$ cat src/rtl/scan_pattern_controller_pkg.sv
// scan_ctrl_pkg: state encoding, LFSR/MISR constants and the LFSR step shared by the scan sequencer.
package scan_ctrl_pkg;
    typedef enum logic [2:0] {IDLE, LOAD, CAPTURE, UNLOAD, DONE} scan_state_t;
    localparam logic [31:0] LFSR_TAPS = 32'h8020_0003;
    localparam logic [31:0] MISR_POLY = 32'h04C1_1DB7;
    function automatic logic [31:0] lfsr_step(input logic [31:0] s);
        return (s >> 1) ^ (s[0] ? LFSR_TAPS : 32'h0);
    endfunction
endpackage

$ cat src/rtl/scan_pattern_controller_if.sv
// scan_pattern_controller_if: control, status and scan-chain signals of the scan sequencer.
interface scan_pattern_controller_if #(
    parameter int NUM_CHAINS = 7,
    parameter int MISR_W     = 32
);
    logic                  start;
    logic [15:0]           num_patterns;
    logic [31:0]           seed;
    logic [MISR_W-1:0]     expected_sig;
    logic [NUM_CHAINS-1:0] SO;
    logic [NUM_CHAINS-1:0] SI;
    logic                  scan_en;
    logic                  busy;
    logic                  done;
    logic                  pass;
    logic [MISR_W-1:0]     signature;
    logic [15:0]           pattern_cnt;
    modport master (
        output start, num_patterns, seed, expected_sig, SO,
        input  SI, scan_en, busy, done, pass, signature, pattern_cnt
    );
    modport slave (
        input  start, num_patterns, seed, expected_sig, SO,
        output SI, scan_en, busy, done, pass, signature, pattern_cnt
    );
endinterface

$ cat src/rtl/scan_pattern_controller_misr.sv
// scan_misr: multiple-input signature register compacting scan-out data.
module scan_misr import scan_ctrl_pkg::*; #(
    parameter int               WIDTH = 32,
    parameter int               IN_W  = 7,
    parameter logic [WIDTH-1:0] POLY  = MISR_POLY[WIDTH-1:0]
) (
    input  logic             CK,
    input  logic             RST,
    input  logic             clear,
    input  logic             en,
    input  logic [IN_W-1:0]  d,
    output logic [WIDTH-1:0] sig
);
    logic [WIDTH-1:0] r_sig;
    always_ff @(posedge CK) begin
        if (RST || clear) r_sig <= '0;
        else if (en) r_sig <= (r_sig << 1) ^ (r_sig[WIDTH-1] ? POLY : '0) ^ WIDTH'(d);
    end
    assign sig = r_sig;
endmodule

$ cat src/rtl/scan_pattern_controller.sv
// scan_pattern_controller: LFSR-driven load/capture/unload scan sequencer with MISR signature check.
module scan_pattern_controller import scan_ctrl_pkg::*; #(
    parameter int NUM_CHAINS     = 7,
    parameter int CHAIN_LEN      = 32,
    parameter int CAPTURE_CYCLES = 1,
    parameter int MISR_W         = 32
) (
    input  logic                     CK,
    input  logic                     RST,
    scan_pattern_controller_if.slave bus
);
    localparam int CNT_MAX = CHAIN_LEN > CAPTURE_CYCLES ? CHAIN_LEN : CAPTURE_CYCLES;
    localparam int CNT_W   = $clog2(CNT_MAX + 1);

    scan_state_t           r_state, w_next;
    logic [CNT_W-1:0]      r_cnt;
    logic [15:0]           r_num, r_pat_cnt;
    logic [31:0]           r_lfsr, w_lfsr_d, w_seed;
    logic [MISR_W-1:0]     r_exp, w_sig;
    logic [NUM_CHAINS-1:0] r_si;
    logic                  r_scan_en, r_busy, r_done, r_pass;
    logic                  w_start, w_last_load, w_last_cap, w_more, w_misr_en;

    assign w_start     = bus.start && (r_state == IDLE || r_state == DONE);
    assign w_seed      = bus.seed == 32'h0 ? 32'h1 : bus.seed;
    assign w_last_load = r_cnt == CNT_W'(CHAIN_LEN - 1);
    assign w_last_cap  = r_cnt == CNT_W'(CAPTURE_CYCLES - 1);
    assign w_more      = {1'b0, r_pat_cnt} + 17'd1 < {1'b0, r_num};
    // The first load has no prior response in the chains, so only later loads feed the MISR.
    assign w_misr_en   = (r_state == LOAD && r_pat_cnt != 16'd0) || r_state == UNLOAD;
    assign w_lfsr_d    = w_start ? w_seed : r_state == LOAD ? lfsr_step(r_lfsr) : r_lfsr;

    always_comb begin
        w_next = r_state;
        case (r_state)
            IDLE, DONE: if (w_start) w_next = bus.num_patterns == 16'd0 ? DONE : LOAD;
            LOAD:       if (w_last_load) w_next = CAPTURE;
            CAPTURE:    if (w_last_cap) w_next = w_more ? LOAD : UNLOAD;
            UNLOAD:     if (w_last_load) w_next = DONE;
            default:    w_next = IDLE;
        endcase
    end

    always_ff @(posedge CK) begin
        if (RST) begin
            r_state   <= IDLE;
            r_cnt     <= '0;
            r_num     <= '0;
            r_pat_cnt <= '0;
            r_lfsr    <= 32'h1;
            r_exp     <= '0;
            r_si      <= '0;
            r_scan_en <= 1'b0;
            r_busy    <= 1'b0;
            r_done    <= 1'b0;
            r_pass    <= 1'b0;
        end else begin
            r_state   <= w_next;
            r_cnt     <= (w_start || w_next != r_state || r_state == IDLE || r_state == DONE) ? '0 : r_cnt + 1'b1;
            r_lfsr    <= w_lfsr_d;
            r_si      <= w_next == LOAD ? w_lfsr_d[NUM_CHAINS-1:0] : '0;
            r_scan_en <= w_next == LOAD || w_next == UNLOAD;
            r_busy    <= w_next == LOAD || w_next == CAPTURE || w_next == UNLOAD;
            // Compare one cycle after entering DONE so the last unload sample is in the signature.
            r_done    <= r_state == DONE && !w_start;
            r_pass    <= r_state == DONE && !w_start && w_sig == r_exp;
            if (w_start) begin
                r_num     <= bus.num_patterns;
                r_exp     <= bus.expected_sig;
                r_pat_cnt <= '0;
            end else if (r_state == CAPTURE && w_last_cap) begin
                r_pat_cnt <= r_pat_cnt + 16'd1;
            end
        end
    end

    scan_misr #(
        .WIDTH (MISR_W),
        .IN_W  (NUM_CHAINS),
        .POLY  (MISR_POLY[MISR_W-1:0])
    ) u_misr (
        .CK    (CK),
        .RST   (RST),
        .clear (w_start),
        .en    (w_misr_en),
        .d     (bus.SO),
        .sig   (w_sig)
    );

    assign bus.SI          = r_si;
    assign bus.scan_en     = r_scan_en;
    assign bus.busy        = r_busy;
    assign bus.done        = r_done;
    assign bus.pass        = r_pass;
    assign bus.signature   = w_sig;
    assign bus.pattern_cnt = r_pat_cnt;
endmodule

$ cat src/flat_wrapper.sv
// flat-port wrapper written by rule: the top's interface ports become plain ports
module scan_pattern_controller_flat import scan_ctrl_pkg::*;
#(
    parameter int NUM_CHAINS     = 7,
    parameter int CHAIN_LEN      = 32,
    parameter int CAPTURE_CYCLES = 1,
    parameter int MISR_W         = 32
)
  (CK, RST, bus_start, bus_num_patterns, bus_seed, bus_expected_sig, bus_SO, bus_SI, bus_scan_en, bus_busy, bus_done, bus_pass, bus_signature, bus_pattern_cnt);
  scan_pattern_controller_if #(.NUM_CHAINS(NUM_CHAINS), .MISR_W(MISR_W)) bus_i ();
  input  logic CK;
  input  logic RST;
  input wire logic [$bits(bus_i.start)-1:0] bus_start;
  input wire logic [$bits(bus_i.num_patterns)-1:0] bus_num_patterns;
  input wire logic [$bits(bus_i.seed)-1:0] bus_seed;
  input wire logic [$bits(bus_i.expected_sig)-1:0] bus_expected_sig;
  input wire logic [$bits(bus_i.SO)-1:0] bus_SO;
  output wire logic [$bits(bus_i.SI)-1:0] bus_SI;
  output wire logic [$bits(bus_i.scan_en)-1:0] bus_scan_en;
  output wire logic [$bits(bus_i.busy)-1:0] bus_busy;
  output wire logic [$bits(bus_i.done)-1:0] bus_done;
  output wire logic [$bits(bus_i.pass)-1:0] bus_pass;
  output wire logic [$bits(bus_i.signature)-1:0] bus_signature;
  output wire logic [$bits(bus_i.pattern_cnt)-1:0] bus_pattern_cnt;
  assign bus_i.start = bus_start;
  assign bus_i.num_patterns = bus_num_patterns;
  assign bus_i.seed = bus_seed;
  assign bus_i.expected_sig = bus_expected_sig;
  assign bus_i.SO = bus_SO;
  assign bus_SI = bus_i.SI;
  assign bus_scan_en = bus_i.scan_en;
  assign bus_busy = bus_i.busy;
  assign bus_done = bus_i.done;
  assign bus_pass = bus_i.pass;
  assign bus_signature = bus_i.signature;
  assign bus_pattern_cnt = bus_i.pattern_cnt;
  scan_pattern_controller #(.NUM_CHAINS(NUM_CHAINS), .CHAIN_LEN(CHAIN_LEN), .CAPTURE_CYCLES(CAPTURE_CYCLES), .MISR_W(MISR_W)) u_core (.CK(CK), .RST(RST), .bus(bus_i));
endmodule
$ cat config.mk
export PLATFORM = sky130hd
export DESIGN_NAME = scan_pattern_controller_flat
export DESIGN_NICKNAME = d
export VERILOG_FILES = /design/src/rtl/scan_pattern_controller_pkg.sv /design/src/rtl/scan_pattern_controller_if.sv /design/src/rtl/scan_pattern_controller_misr.sv /design/src/rtl/scan_pattern_controller.sv /design/src/flat_wrapper.sv
export SDC_FILE = /design/constraint.sdc
export NUM_CORES = 1
export LEC_CHECK = 0
export CAP_MARGIN = 10
export CORE_MARGIN = 3
export CORE_UTILIZATION = 55
export DETAILED_ROUTE_END_ITERATION = 8
export PLACE_DENSITY = 0.84
export SYNTH_ARGS = -nofsm -noshare
export SYNTH_HDL_FRONTEND = slang
export SYNTH_SLANG_ARGS = --single-unit
$ cat constraint.sdc
create_clock -name CK -period 5.5 [get_ports CK]
set_input_delay 1.375 -clock CK [delete_from_list [all_inputs] [get_ports CK]]
set_output_delay 1.375 -clock CK [all_outputs]
set_load 0.1 [all_outputs]
==> reports/results.tsv, run 1 <==
metric	value	unit
syn_area	0.006820	sq mm
powerDensity	285.7	mW/mm^2
dr.pass1.iters	5	
rsz0062_at_grt	false	
io_pins	149	
max-cap-violations	0	
synth_top_family_by_area	simple AND/OR/NAND/NOR gates	
reg2reg_depth	11	
hold_path.class	register to register	
num_vias	6226	
cp.required	4.12	ns
drive_gt1_share	5.955	%
hold_viol	0	
dieHeight	117.4	um
dieArea	0.01377	sq mm
worst-path-max-fanout	17	
start_util	56.55	%
clock.fmax	278.2	MHz
setup_viol	0	
multi_input_area	0.003583	sq mm
io_buffers	148	
use_met1	34.32	%
yosys_warnings	0	
period_needed	3.594	ns
met3_usage	6.509	%
ir_drop	227.2	uV
synth_edf_count	0	
wire_per_inst	15.51	um
final_common_cell	nand2_1	
ys_seq_elements	148	
postSynthAreaPerCell	8.168	sq um
die_w	117.4	um
grt-ovfl-total	0	
grt_max_degree	77	
arrival	2.22	ns
start_kind	register	
use_met2	42.34	%
post-route-period-util	65.35	%
leakage	3.313	nW
drt-initial-drc-count	433	
synth_compound_area_share	13.61	%
syn_inst	835	
hold_slack	0.4535	ns
skew	0.01000	ns
mostFrequentLayoutCells	192 x nand2_1, 148 x dfxtp_1, 147 x clkdlybuf4s50_1	
routed_wl	17710	um
numCtsBuffers	17	
rrSetupSlack	2.02	ns
postCtsSetupRepairBufs	0	
grt_usage	26.28	%
fin_util	74.23	%
cts_hold_buf	0	
endpoint_kind	output port	
root_buffer	clkbuf_16	
clock_sinks	148	
htree_num_levels	4	
cts_resized	0	
rows	40	
cts_tree	built	
busiest_layer	met2	
diodes	0	
p_total	2.558	mW
cts_buffer_depth	2	
hpwlAfterDp	12400	um
synth_cell_types	49	
worstSetupPathType	register to output port	
synthXorXnorAreaFrac	11.04	%
grt_first_pass_wirelength	29390	um
setup_tns	0	ns
clkTransAtPathRegs	0.06	ns
core	0.01206	sq mm
place_congestion	0.8720	
timing.slew.headroom	25.55	%
insertion_delay	0.43	ns
drtAntennaViolNets	0	
final-seq-area	0.002963	sq mm
fillers	923	
whs_path_depth	2	
areaGrowthSynthToFinish	31.28	%
antenna_found_initial	0	
run_status	completed	
slew_violations	0	
synthArstFlopShare	0	%
synth_fa_ha_area_share	3.486	%
drc	0	
synth_nets	944	
nets	1070	
avgViaCountPerCell	5.452	
synthSimpleGateAreaFrac	22.51	%
synthMuxAreaShare	1.614	%
worstMarginPinSlew	1.117	ns
seq_area_frac_synth	43.44	%
grt_pass1_vias	5952	
synthFlopType	dfxtp_1	
metrics by stage:
| step | setup slack [ns] | instance area, sq um | std cells |
|---|---|---|---|
| final | 1.906 | 8954 | 1142 |
| after global routing | 1.772 | 8954 | 1142 |
| after CTS | 1.898 | 8942 | 1141 |
| after detailed placement | 1.881 | 8368 | 1109 |
| after global placement | 1.921 | 8368 | 1109 |
| after floorplan | 1.859 | 6820 | 835 |
layout make-up:
| cell class | count | area share [%] |
|---|---|---|
| inverters | 22 | 0.9223 |
| repair buffers | 156 | 17.20 |
| flip-flops and latches | 148 | 33.09 |
| clock inverters | 9 | 0.8524 |
| well taps | 168 | 2.348 |
| multi-input cells | 616 | 40.02 |
| clock buffers | 23 | 5.562 |
worst max-delay path, stage by stage (launching register included):
cell,delay (ns)
dfxtp_1,0.31
buf_4,0.28
clkdlybuf4s50_1,1.20
worst paths after layout:
check | from | to
max reg2reg | u_core.bus.pattern_cnt[0] | u_core.bus.busy
min reg2reg | u_core.r_num[12] | u_core.r_num[12]
min | u_core.r_num[12] | u_core.r_num[12]
max | u_core.u_misr.sig[31] | bus_signature[31]
sequential cells by signal, summed over array words and instances (netlist names):
register,count
u_core.u_misr.sig,32
u_core.bus.SI,7
u_core.bus.done,1
u_core.r_exp,32
u_core.bus.busy,1
u_core.bus.scan_en,1
u_core.r_cnt,6
u_core.bus.pattern_cnt,16
u_core.bus.pass,1
u_core.r_state,3
u_core.r_num,16
u_core.r_lfsr,32
metal layers:
layer,up-vias,wire length [um]
met3,33,1334
li1,3073,-
met1,2888,7603
met4,0,387
met2,232,8383
met5,-,0
kinds of logic after synthesis:
family	count (synthesis)
AOI/OAI and AO/OA	158
xor gates and xnor gates	86
adders and majority gates	19
buffers and inverters	71
DFF	148
muxes	11
and+or+nand+nor	342
where the power goes:
group	internal [mW]	switching, mW
logic	0.131	0.169
registers	1.12	0.0283
clock network	0.677	0.434
synthesized netlist by cell type, types with 2 or more instances:
cell type | n | area [sq um]
a211oi_1 | 14 | 105.1
a21o_1 | 2 | 15.01
a21oi_1 | 89 | 445.4
a22o_1 | 4 | 35.03
a22oi_1 | 11 | 82.58
and2_1 | 5 | 31.28
and3_1 | 7 | 43.79
buf_2 | 18 | 90.09
clkbuf_1 | 30 | 112.6
dfxtp_1 | 148 | 2963
ha_1 | 19 | 237.7
inv_1 | 22 | 82.58
mux2i_1 | 11 | 110.1
nand2_1 | 193 | 724.4
nand2b_1 | 3 | 18.77
nand3_1 | 9 | 45.04
nand3_2 | 2 | 20.02
nand4_1 | 12 | 75.07
nor2_1 | 66 | 247.7
nor2_2 | 2 | 12.51
nor3_2 | 2 | 20.02
nor4_1 | 22 | 137.6
nor4_2 | 2 | 25.02
nor4b_1 | 3 | 26.28
o21ai_0 | 24 | 120.1
o21ai_1 | 3 | 15.01
or3_1 | 6 | 37.54
xnor2_1 | 51 | 446.7
xor2_1 | 35 | 306.5
Power figures use the tool's default switching activity.
==> run 2, diff against run 1 <==
CORE_UTILIZATION = 46   (was 55)
PLACE_DENSITY = 0.75   (was 0.84)
clock period = 2.95 ns   (was 5.5 ns; I/O delays follow)
==> run 2 against run 1 <==
Against the previous run:
- clock-buffer cell count increased by 5
- hold slack got worse by 0.00080 ns
- critical endpoint is now u_core.bus.SI[0]
- design area hardly changed
==> reports/results.tsv, run 2 (synthesis results as in run 1) <==
metric	value	unit	change
rr_endpoint	u_core.bus.SI[0]		
drtAntennaViolNets	0		unchanged
clkTransAtPathRegs	0.06	ns	about the same
hpwlAfterDp	13210	um	+6.5%
slew_violations	0		unchanged
setup_tns	0	ns	unchanged
worst-path-max-fanout	7		-10
fin_util	63.06	%	-11 points
final_common_cell	nand2_1		
worstHoldStart	u_core.r_num[10]		
grt_usage	22.21	%	-4.1 points
wire_per_inst	15.91	um	+2.6%
place_congestion	0.8869		+1.7%
antenna_found_initial	0		unchanged
clock.fmax	358.2	MHz	
rows	43		+7.5%
grt_max_degree	49		-36%
ir_drop	412.8	uV	+82%
endpoint_kind	register		
hold_path.class	register to register		
core	0.01420	sq mm	+18%
leakage	3.480	nW	+5.0%
areaGrowthSynthToFinish	31.33	%	about the same
cts_buffer_depth	2		unchanged
dieArea	0.01632	sq mm	+19%
routed_wl	18460	um	+4.2%
dr.pass1.iters	5		unchanged
cp.required	3.30	ns	-0.82 ns
clock_sinks	148		unchanged
p_total	4.741	mW	+85%
run_status	completed		
skew	0.007572	ns	-0.002428 ns
drive_gt1_share	14.29	%	+8.3 points
dpl_cell_area	0.008363	sq mm	about the same
io_pins	149		unchanged
fillers	1275		+38%
root_buffer	clkbuf_16		
grt_pass1_vias	5878		-1.2%
hold_end	u_core.r_num[10]		
worstSetupPathType	register to register		
insertion_delay	0.42	ns	about the same
diodes	0		unchanged
hold_viol	0		unchanged
timing.slew.headroom	48.10	%	+23 points
dieHeight	127.8	um	+8.9%
num_vias	6209		-0.27%
final-instance-count-excl-fill	1160		+1.6%
r2r-start	u_core.bus.pattern_cnt[0]		
drc	0		unchanged
stdcell_area	0.008957	sq mm	about the same
grt-ovfl-total	0		unchanged
powerDensity	529.3	mW/mm^2	+85%
io_buffers	148		unchanged
rrSetupSlack	0.16	ns	-1.86 ns
whs_path_depth	2		unchanged
start_util	48.02	%	-8.5 points
arrival	3.14	ns	+0.92 ns
grt_first_pass_wirelength	29170	um	-0.75%
die_w	127.8	um	+8.9%
worstMarginPinSlew	0.7766	ns	-0.3401 ns
postCtsSetupRepairBufs	0		unchanged
dp_cells	1129		+1.8%
cts_tree	built		
post-route-period-util	94.62	%	
max-cap-violations	0		unchanged
avgViaCountPerCell	5.353		-1.8%
start_kind	register		
numCtsBuffers	17		unchanged
nets	1078		+0.75%
htree_num_levels	4		unchanged
setup_viol	0		unchanged
drt-initial-drc-count	556		+28%
reg2reg_depth	11		unchanged
period_needed	2.791	ns	
mostFrequentLayoutCells	192 x nand2_1, 135 x dfxtp_1, 88 x a21oi_1, 88 x clkdlybuf4s50_1, 73 x buf_4		
==> run 2: changes by cell type in the layout (fill, tap and decap cells not counted), sizes merged <==
cell	previous run	this run
buf	9	75
bufinv	1	0
clkbuf	23	29
clkdlybuf4s50	147	88
clkinv	7	1
clkinvlp	1	0
inv	22	23
==> run 2: worst max path at each step <==
stage | from | endpoint | slack [ns] | depth (start not counted)
floorplan | u_core.bus.pattern_cnt[0] | u_core.bus.SI[2] | -0.01 | 12
global placement | bus_num_patterns[10] | u_core.bus.SI[2] | 0.14 | 7
detailed placement | u_core.bus.pattern_cnt[0] | u_core.bus.SI[6] | 0.1 | 11
CTS | u_core.bus.pattern_cnt[0] | u_core.bus.SI[2] | 0.06 | 11
global route | u_core.bus.pattern_cnt[0] | u_core.bus.SI[2] | -0.0004 | 11
finish | u_core.bus.pattern_cnt[0] | u_core.bus.SI[0] | 0.16 | 11
==> run 2: where the power goes <==
part / switching (mW) / total [mW] / internal [mW]
logic: 0.321 / 0.574 / 0.253
clock network: 0.787 / 2.04 / 1.25
registers: 0.0504 / 2.13 / 2.08
total: 1.16 / 4.74 / 3.58
==> run 2: layout make-up <==
cell class	instances	area (sq um)	share of cell area (%)
inverters	22	82.58	0.9219
multi-input cells	616	3623	40.45
clock buffers	28	548.0	6.118
repair buffers	164	1468	16.38
well taps	180	225.2	2.514
flip-flops and latches	148	2999	33.48
clock inverters	2	11.26	0.1257
==> run 2: critical path, stage by stage (launching register included) <==
cell and delay [ns]:
dfxtp_4 0.39, ha_4 0.16, nand3_2 0.11, or3_4 0.39, nor2_2 0.13, xor2_1 0.22
ha_1 0.30, a21oi_2 0.20, nand4_1 0.15, o311ai_2 0.29, nand3_2 0.23, nor2_1 0.15
==> run 2: timing repair <==
item	4_1_cts	5_1_grt
gates resized for setup	0	6
hold buffers	0	0
endpoints found under the setup margin	0	9
==> run 2: stage by stage <==
| step | hold WS [ns] | setup slack, ns |
|---|---|---|
| after global placement | 0.4428 | 0.1406 |
| after CTS | 0.4560 | 0.06460 |
| after global routing | 0.4659 | -0.0004492 |
| after detailed placement | 0.4482 | 0.09515 |
| after floorplan | 0.4300 | -0.01188 |
| final | 0.4527 | 0.1586 |
==> run 2: routing by layer <==
| layer | track usage, % | vias to the layer above | wire (um) |
|---|---|---|---|
| met4 | 6.554 | 0 | 172 |
| met5 | 0 | - | 0 |
| met3 | 5.667 | 10 | 1092 |
| met2 | 35.55 | 185 | 8748 |
| li1 | - | 3084 | - |
| met1 | 29.67 | 2930 | 8446 |
==> run 3, diff against run 2 <==
PLACE_DENSITY = 0.74   (was 0.75)
SYNTH_HIERARCHICAL = 1   (was unset)
==> run 3 against run 2 <==
Against the previous run:
- non-clock buffer count is 12 higher
- clock power increased by 5%
- wire length is 2.5% higher
- power grew 2.7%
- combinational power is 3% higher
- first-iteration DRC count is 21% lower
- die area up 3.1%
- cell count is the same
- hold slack worse by 0.00053 ns
- area after synthesis increased by 3.3%
- critical endpoint is now u_core/bus.busy
==> reports/results.tsv, run 3 <==
metric	value	unit	change
yosys.area.top_type_share	42.06	%	-1.4 points
hold_slack	0.4522	ns	-0.0005300 ns
drt-initial-drc-count	441		-21%
endpoint_kind	register		
diodes	0		unchanged
areaGrowthSynthToFinish	31.14	%	
p_total	4.870	mW	+2.7%
cp.required	3.25	ns	-0.05 ns
core	0.01475	sq mm	+3.9%
mostFrequentLayoutCells	141 x nand2_1, 134 x dfxtp_1, 88 x clkdlybuf4s50_1		
grt_pass1_vias	5768		-1.9%
yosys.area.top_type	dfxtp_1		
fillers	1293		+1.4%
slowest_stage	or4_1		
postSynthAreaPerCell	8.570	sq um	+4.9%
yosys_warnings	6		+6
start_kind	register		
post-route-period-util	97.24	%	+2.6 points
setup_tns	0	ns	unchanged
synth_nets	931		-1.4%
cts_hold_buf	0		unchanged
max_stage_delay	0.41	ns	+0.02 ns
skew	0.007975	ns	+0.0004027 ns
start_util	47.74	%	-0.27 points
synth_area_leaders	dfxtp_1 42%, nand2_1 7.6%, a21oi_1 5.8%, xnor2_1 5.7%, xor2_1 4.4%		
drc	0		unchanged
dieArea	0.01684	sq mm	+3.1%
routed_wl	18920	um	+2.5%
run_status	completed		
stdcell_area	0.009238	sq mm	+3.1%
ys_top_cells_by_count	148 x dfxtp_1, 142 x nand2_1, 82 x a21oi_1		
grt_first_pass_wirelength	29430	um	+0.90%
syn_area	0.007044	sq mm	+3.3%
worst_path_dominant_cell_family	simple AND/OR/NAND/NOR gates		
syn_inst	822		-1.6%
crit_chain	ha_4 > nand4_1 > buf_4 > nor3_4 > nand3_2 > xnor2_2 > ha_1 > a21oi_2 > nor2_1 > or4_1 > a311oi_2 > o21ai_1		
slew_violations	0		unchanged
critPathLaunch	u_core/bus.pattern_cnt[1]		
powerDensity	527.2	mW/mm^2	-0.40%
hold_viol	0		unchanged
die_w	129.8	um	+1.6%
yosysMostFrequentCell	dfxtp_1		
rows	44		+2.3%
synth_edf_count	0		unchanged
grt_usage	22.13	%	-0.084 points
htree_num_levels	4		unchanged
hpwlAfterDp	13570	um	+2.7%
leakage	3.553	nW	+2.1%
period_needed	2.869	ns	+0.07721 ns
arrival	3.16	ns	+0.02 ns
hold_path.class	register to register		
clock_sinks	148		unchanged
worstHoldStart	u_core/r_lfsr[10]		
final-instance-count-excl-fill	1160		unchanged
dpl_cell_area	0.008552	sq mm	+2.3%
worstSetupPathType	register to register		
synth_cell_types	54		+10%
grt_max_degree	45		-8.2%
avgViaCountPerCell	5.431		+1.5%
timing.slew.headroom	57.46	%	+9.4 points
cts_tree	built		
io_buffers	148		unchanged
clkTransAtPathRegs	0.06	ns	about the same
dp_cells	1121		-0.71%
cp.depth	12		+1
nets	1073		-0.46%
whs_path_depth	2		unchanged
synthArstFlopShare	0	%	unchanged
path_buf_inv	1		+1
place_congestion	0.8756		-1.3%
synthFlopType	dfxtp_1		
clock.fmax	348.6	MHz	-2.7%
io_pins	149		unchanged
num_vias	6300		+1.5%
wire_per_inst	16.31	um	+2.5%
ir_drop	366.6	uV	-11%
grt-ovfl-total	0		unchanged
cts_buffer_depth	2		unchanged
worstMarginPinSlew	0.6322	ns	-0.1444 ns
ys_seq_elements	148		unchanged
dr.pass1.iters	5		unchanged
max-cap-violations	0		unchanged
root_buffer	clkbuf_16		
seq_area_frac_synth	42.06	%	-1.4 points
antenna_found_initial	0		unchanged
drive_gt1_share	17.42	%	+3.1 points
worst-path-max-fanout	4		-3
drtAntennaViolNets	0		unchanged
setup_viol	0		unchanged
final_common_cell	nand2_1		
insertion_delay	0.42	ns	about the same
r2r-start	u_core/bus.pattern_cnt[1]		
numCtsBuffers	17		unchanged
reg2reg_depth	12		+1
dieHeight	129.8	um	+1.6%
==> run 3: what timing repair did <==
| item | 4_1_cts | 5_1_grt |
|---|---|---|
| buffers inserted | 0 | 8 |
| endpoints found under the setup margin | 0 | 9 |
| gates resized for setup | 0 | 8 |
==> run 3: logic make-up after synthesis <==
| group | synth area share (%) |
|---|---|
| compound gates | 14.37 |
| xor+xnor | 10.07 |
| fa+ha+maj | 3.375 |
| buf+inv | 5.666 |
| flops | 42.06 |
| mux | 2.842 |
| simple gates | 21.62 |
==> run 3: path summary, 6_finish.rpt <==
kind	endpoint	slack, ns
max	u_core/bus.busy	0.08
max reg2reg	u_core/bus.busy	0.08
min reg2reg	u_core/r_lfsr[10]	0.45
min	u_core/r_lfsr[10]	0.45
==> run 3: final cells by class <==
type | instances | area (sq um) | area share [%]
well taps | 184 | 230.2 | 2.492
multi-input cells | 591 | 3756 | 40.66
clock inverters | 10 | 122.6 | 1.327
inverters | 30 | 112.6 | 1.219
flip-flops and latches | 148 | 3003 | 32.51
clock buffers | 21 | 461.7 | 4.998
repair buffers | 176 | 1551 | 16.80
==> run 3: worst min-delay path, stage by stage (launching register included) <==
cell     delay, ns
dfxtp_1       0.31
nand2_1       0.05
a21oi_1       0.05
==> run 3: per-layer routing <==
layer  part of all wire [%]  global-route usage, %  up-vias  routed length, um
met5                      0                      0        -                  0
li1                       -                      -     3107                  -
met1                     47                  30.93     2965               8911
met4                    2.5                  9.597        0                482
met3                    5.3                  4.339       34               1008
met2                     45                  33.39      194               8518
==> run 3: power by group <==
| group | internal (mW) | switching [mW] |
|---|---|---|
| sequential | 2.08 | 0.0530 |
| clock | 1.30 | 0.854 |
| combinational | 0.257 | 0.332 |
| total | 3.63 | 1.24 |
==> run 3: stage by stage <==
stage / utilization, % / setup WS [ns]
finish: 62.61 / 0.08143
global route: 62.61 / -0.05491
CTS: 61.92 / 0.005381
detailed placement: 57.96 / 0.04040
global placement: 57.96 / 0.1513
floorplan: - / 0.01758
==> RTL change (flow settings as in run 1) <==
`NUM_CHAINS` is set to 7 in 3 places; all go to 6.
--- a/src/rtl/scan_pattern_controller_if.sv
+++ b/src/rtl/scan_pattern_controller_if.sv
@@ -1,6 +1,6 @@
 // scan_pattern_controller_if: control, status and scan-chain signals of the scan sequencer.
 interface scan_pattern_controller_if #(
-    parameter int NUM_CHAINS = 7,
+    parameter int NUM_CHAINS = 6,
     parameter int MISR_W     = 32
 );
     logic                  start;
--- a/src/rtl/scan_pattern_controller.sv
+++ b/src/rtl/scan_pattern_controller.sv
@@ -1,6 +1,6 @@
 // scan_pattern_controller: LFSR-driven load/capture/unload scan sequencer with MISR signature check.
 module scan_pattern_controller import scan_ctrl_pkg::*; #(
-    parameter int NUM_CHAINS     = 7,
+    parameter int NUM_CHAINS     = 6,
     parameter int CHAIN_LEN      = 32,
     parameter int CAPTURE_CYCLES = 1,
     parameter int MISR_W         = 32
--- a/src/flat_wrapper.sv
+++ b/src/flat_wrapper.sv
@@ -1,7 +1,7 @@
 // flat-port wrapper written by rule: the top's interface ports become plain ports
 module scan_pattern_controller_flat import scan_ctrl_pkg::*;
 #(
-    parameter int NUM_CHAINS     = 7,
+    parameter int NUM_CHAINS     = 6,
     parameter int CHAIN_LEN      = 32,
     parameter int CAPTURE_CYCLES = 1,
     parameter int MISR_W         = 32
Interface: changed (resized bus_SI and bus_SO); port bits go from 149 to 147. No check against the original RTL was run, so the function may have changed too.
==> RTL change against run 1 <==
- critical path depth fell by 1
- first-iteration DRC count is 2.5% lower
- routed wire length decreased by 4.0%
- final area down 1.7%
- area after synthesis down 1.4%
- non-clock buffer count fell by 3
- final cell count down 4.0%
- total power fell by 0.17%
- setup slack lost 0.47 ns
- clock skew shrank 0.0016 ns
- sequential cell count shrank 1
- critical path type unchanged
- largest cell class unchanged
- largest power group unchanged
- highest routed layer is now met5
==> RTL change: results (changes against run 1) <==
stage	metric	value	unit	change
power_and_ir_drop	Max IR drop VDD	0.000223	V	was 0.000227 V
detailed_routing	drt pass-1 iters	5		unchanged
critical_path	crit path capture	bus_signature[31]		unchanged
grt	largest net degree at the start of global routing	82		was 77
detailed_routing	antenna-violating nets left	0		unchanged
critical_path	Arr. time, crit path	2.69	ns	was 2.22 ns
worst_hold_path	WHS Endpoint	u_core.r_num[6]$_SDFFE_PP0P_		was u_core.r_num[12]$_SDFFE_PP0P_
critical_path	Max FO, Critical Path	17		unchanged
placed_design	DP HPWL	12000	um	was 12,400 um
grt	GRT met2 Usage	0.403		was 0.423
yosys	Syn Nets	928		was 944
outcome	status	finished, final reports clean		unchanged
grt	met1 usage	0.333		was 0.343
grt	global-route wire length before repair	27300	um	was 29,400 um
detailed_routing	DRT iter0 DRCs	422		was 433
layout	antenna fix cells	0		unchanged
clock_tree	setup repair bufs after CTS	0		unchanged
yosys	synth warn	0		unchanged
sta	total negative slack	0	ns	unchanged
sta	Final Skew	0.00839	ns	was 0.0100 ns
yosys	main area contributors after synthesis	dfxtp_1 44%, nand2_1 11%, a21oi_1 6.3%		was dfxtp_1 43%, nand2_1 11%, xnor2_1 6.5%
layout	Layout fillers	874		was 923
critical_path	delay-heaviest family, CP	buffers and inverters		unchanged
clock_tree	CTS root buf	clkbuf_16		unchanged
sta	actual slew at the worst max-slew pin	1.05	ns	was 1.12 ns
sta	minimum clock period	4.06	ns	was 3.59 ns
yosys	sequential share of the synthesized area	0.438		was 0.434
clock_tree	post_cts resized	0		unchanged
yosys	most frequent cells after synthesis	189 x nand2_1, 147 x dfxtp_1, 84 x a21oi_1		was 193 x nand2_1, 148 x dfxtp_1, 89 x a21oi_1
detailed_routing	final WL	17000	um	was 17,700 um
grt	Global Route met3 Usage	0.0637		was 0.0651
placed_design	Post-Place Setup Slack	1.84	ns	was 1.88 ns
detailed_routing	Avg Vias per Cell	5.57		was 5.45
grt	number of global-route vias before repair	5744		was 5,952
worst_hold_path	Worst Hold Path Cells	2		unchanged
grt	antenna violations before repair	1		was 0
clock_tree	CTS HTree Levels	4		unchanged
power_and_ir_drop	LEAKAGE	3.25	nW	was 3.31 nW
critical_path	worst reg2reg path depth	12		was 11
yosys	Main synth FF type	dfxtp_1		unchanged
layout	share of layout cells above drive strength 1	0.0514		was 0.0595
placed_design	RePlAce Congestion	0.830		was 0.872
critical_path	RR Endpoint	u_core.bus.SI[4]$_SDFF_PP0_		was u_core.bus.busy$_SDFF_PP0_
grt	All-Layer GR Usage	0.256		was 0.263
yosys	Unique masters post-synth	47		was 49
worst_hold_path	Worst Hold Launch	u_core.r_num[6]$_SDFFE_PP0P_		was u_core.r_num[12]$_SDFFE_PP0P_
placed_design	input/output buffers	146		was 148
layout	Final #Nets	1048		was 1,070
yosys	Async S/R FF share, synth	0		unchanged
critical_path	delay of the slowest cell on the worst path	1.30	ns	was 1.20 ns
[RTL change: changes by cell type after synthesis, sizes merged, moves of 4 or more]
cell / run 1 / this run
a21oi: 89 / 84
and2: 5 / 1
and3: 7 / 2
clkbuf: 30 / 43
xnor2: 51 / 45
xor2: 35 / 40
nor4: 24 / 31
nor2: 68 / 57
buf: 19 / 9
nand2: 193 / 189
mux2i: 11 / 15
[RTL change: metrics by stage]
| step | utilization | instances | cell area (um^2) | power [mW] | hold slack, ns |
|---|---|---|---|---|---|
| floorplan | - | 820 | 6720 | 1.33 | 0.430 |
| global placement | 0.705 | 1064 | 8230 | 1.45 | 0.443 |
| detailed placement | 0.705 | 1064 | 8230 | 1.45 | 0.447 |
| CTS | 0.755 | 1096 | 8800 | 2.56 | 0.455 |
| global route | 0.755 | 1096 | 8800 | 2.64 | 0.472 |
| finish | 0.755 | 1096 | 8800 | 2.55 | 0.456 |
[RTL change: power breakdown]
group	internal, mW	switching [mW]	leakage, nW
combinational	0.129	0.164	1.77
sequential	1.11	0.0271	1.20
clock	0.680	0.442	0.281
total	1.92	0.633	3.25
[RTL change: cell families after synthesis]
group	after synthesis	synth area share
AOI/OAI and AO/OA	161	0.141
and+or+nand+nor	319	0.210
muxes	15	0.0223
buffers and inverters	74	0.0426
xor gates and xnor gates	85	0.111
adders and majority gates	19	0.0354
DFF	147	0.438
[RTL change: layout make-up]
| cell class | instances | area share |
|---|---|---|
| multi-input cells | 599 | 0.399 |
| flip-flops and latches | 147 | 0.334 |
| repair buffers | 153 | 0.171 |
| clock buffers | 20 | 0.0507 |
| well taps | 143 | 0.0203 |
| clock inverters | 12 | 0.0148 |
| inverters | 22 | 0.00938 |
[RTL change: per-layer routing]
metal  vias up  wire length [um]
met4         2               465
met5         -                13
li1       3020                 -
met1      2802              7450
met3        42              1190
met2       238              7870
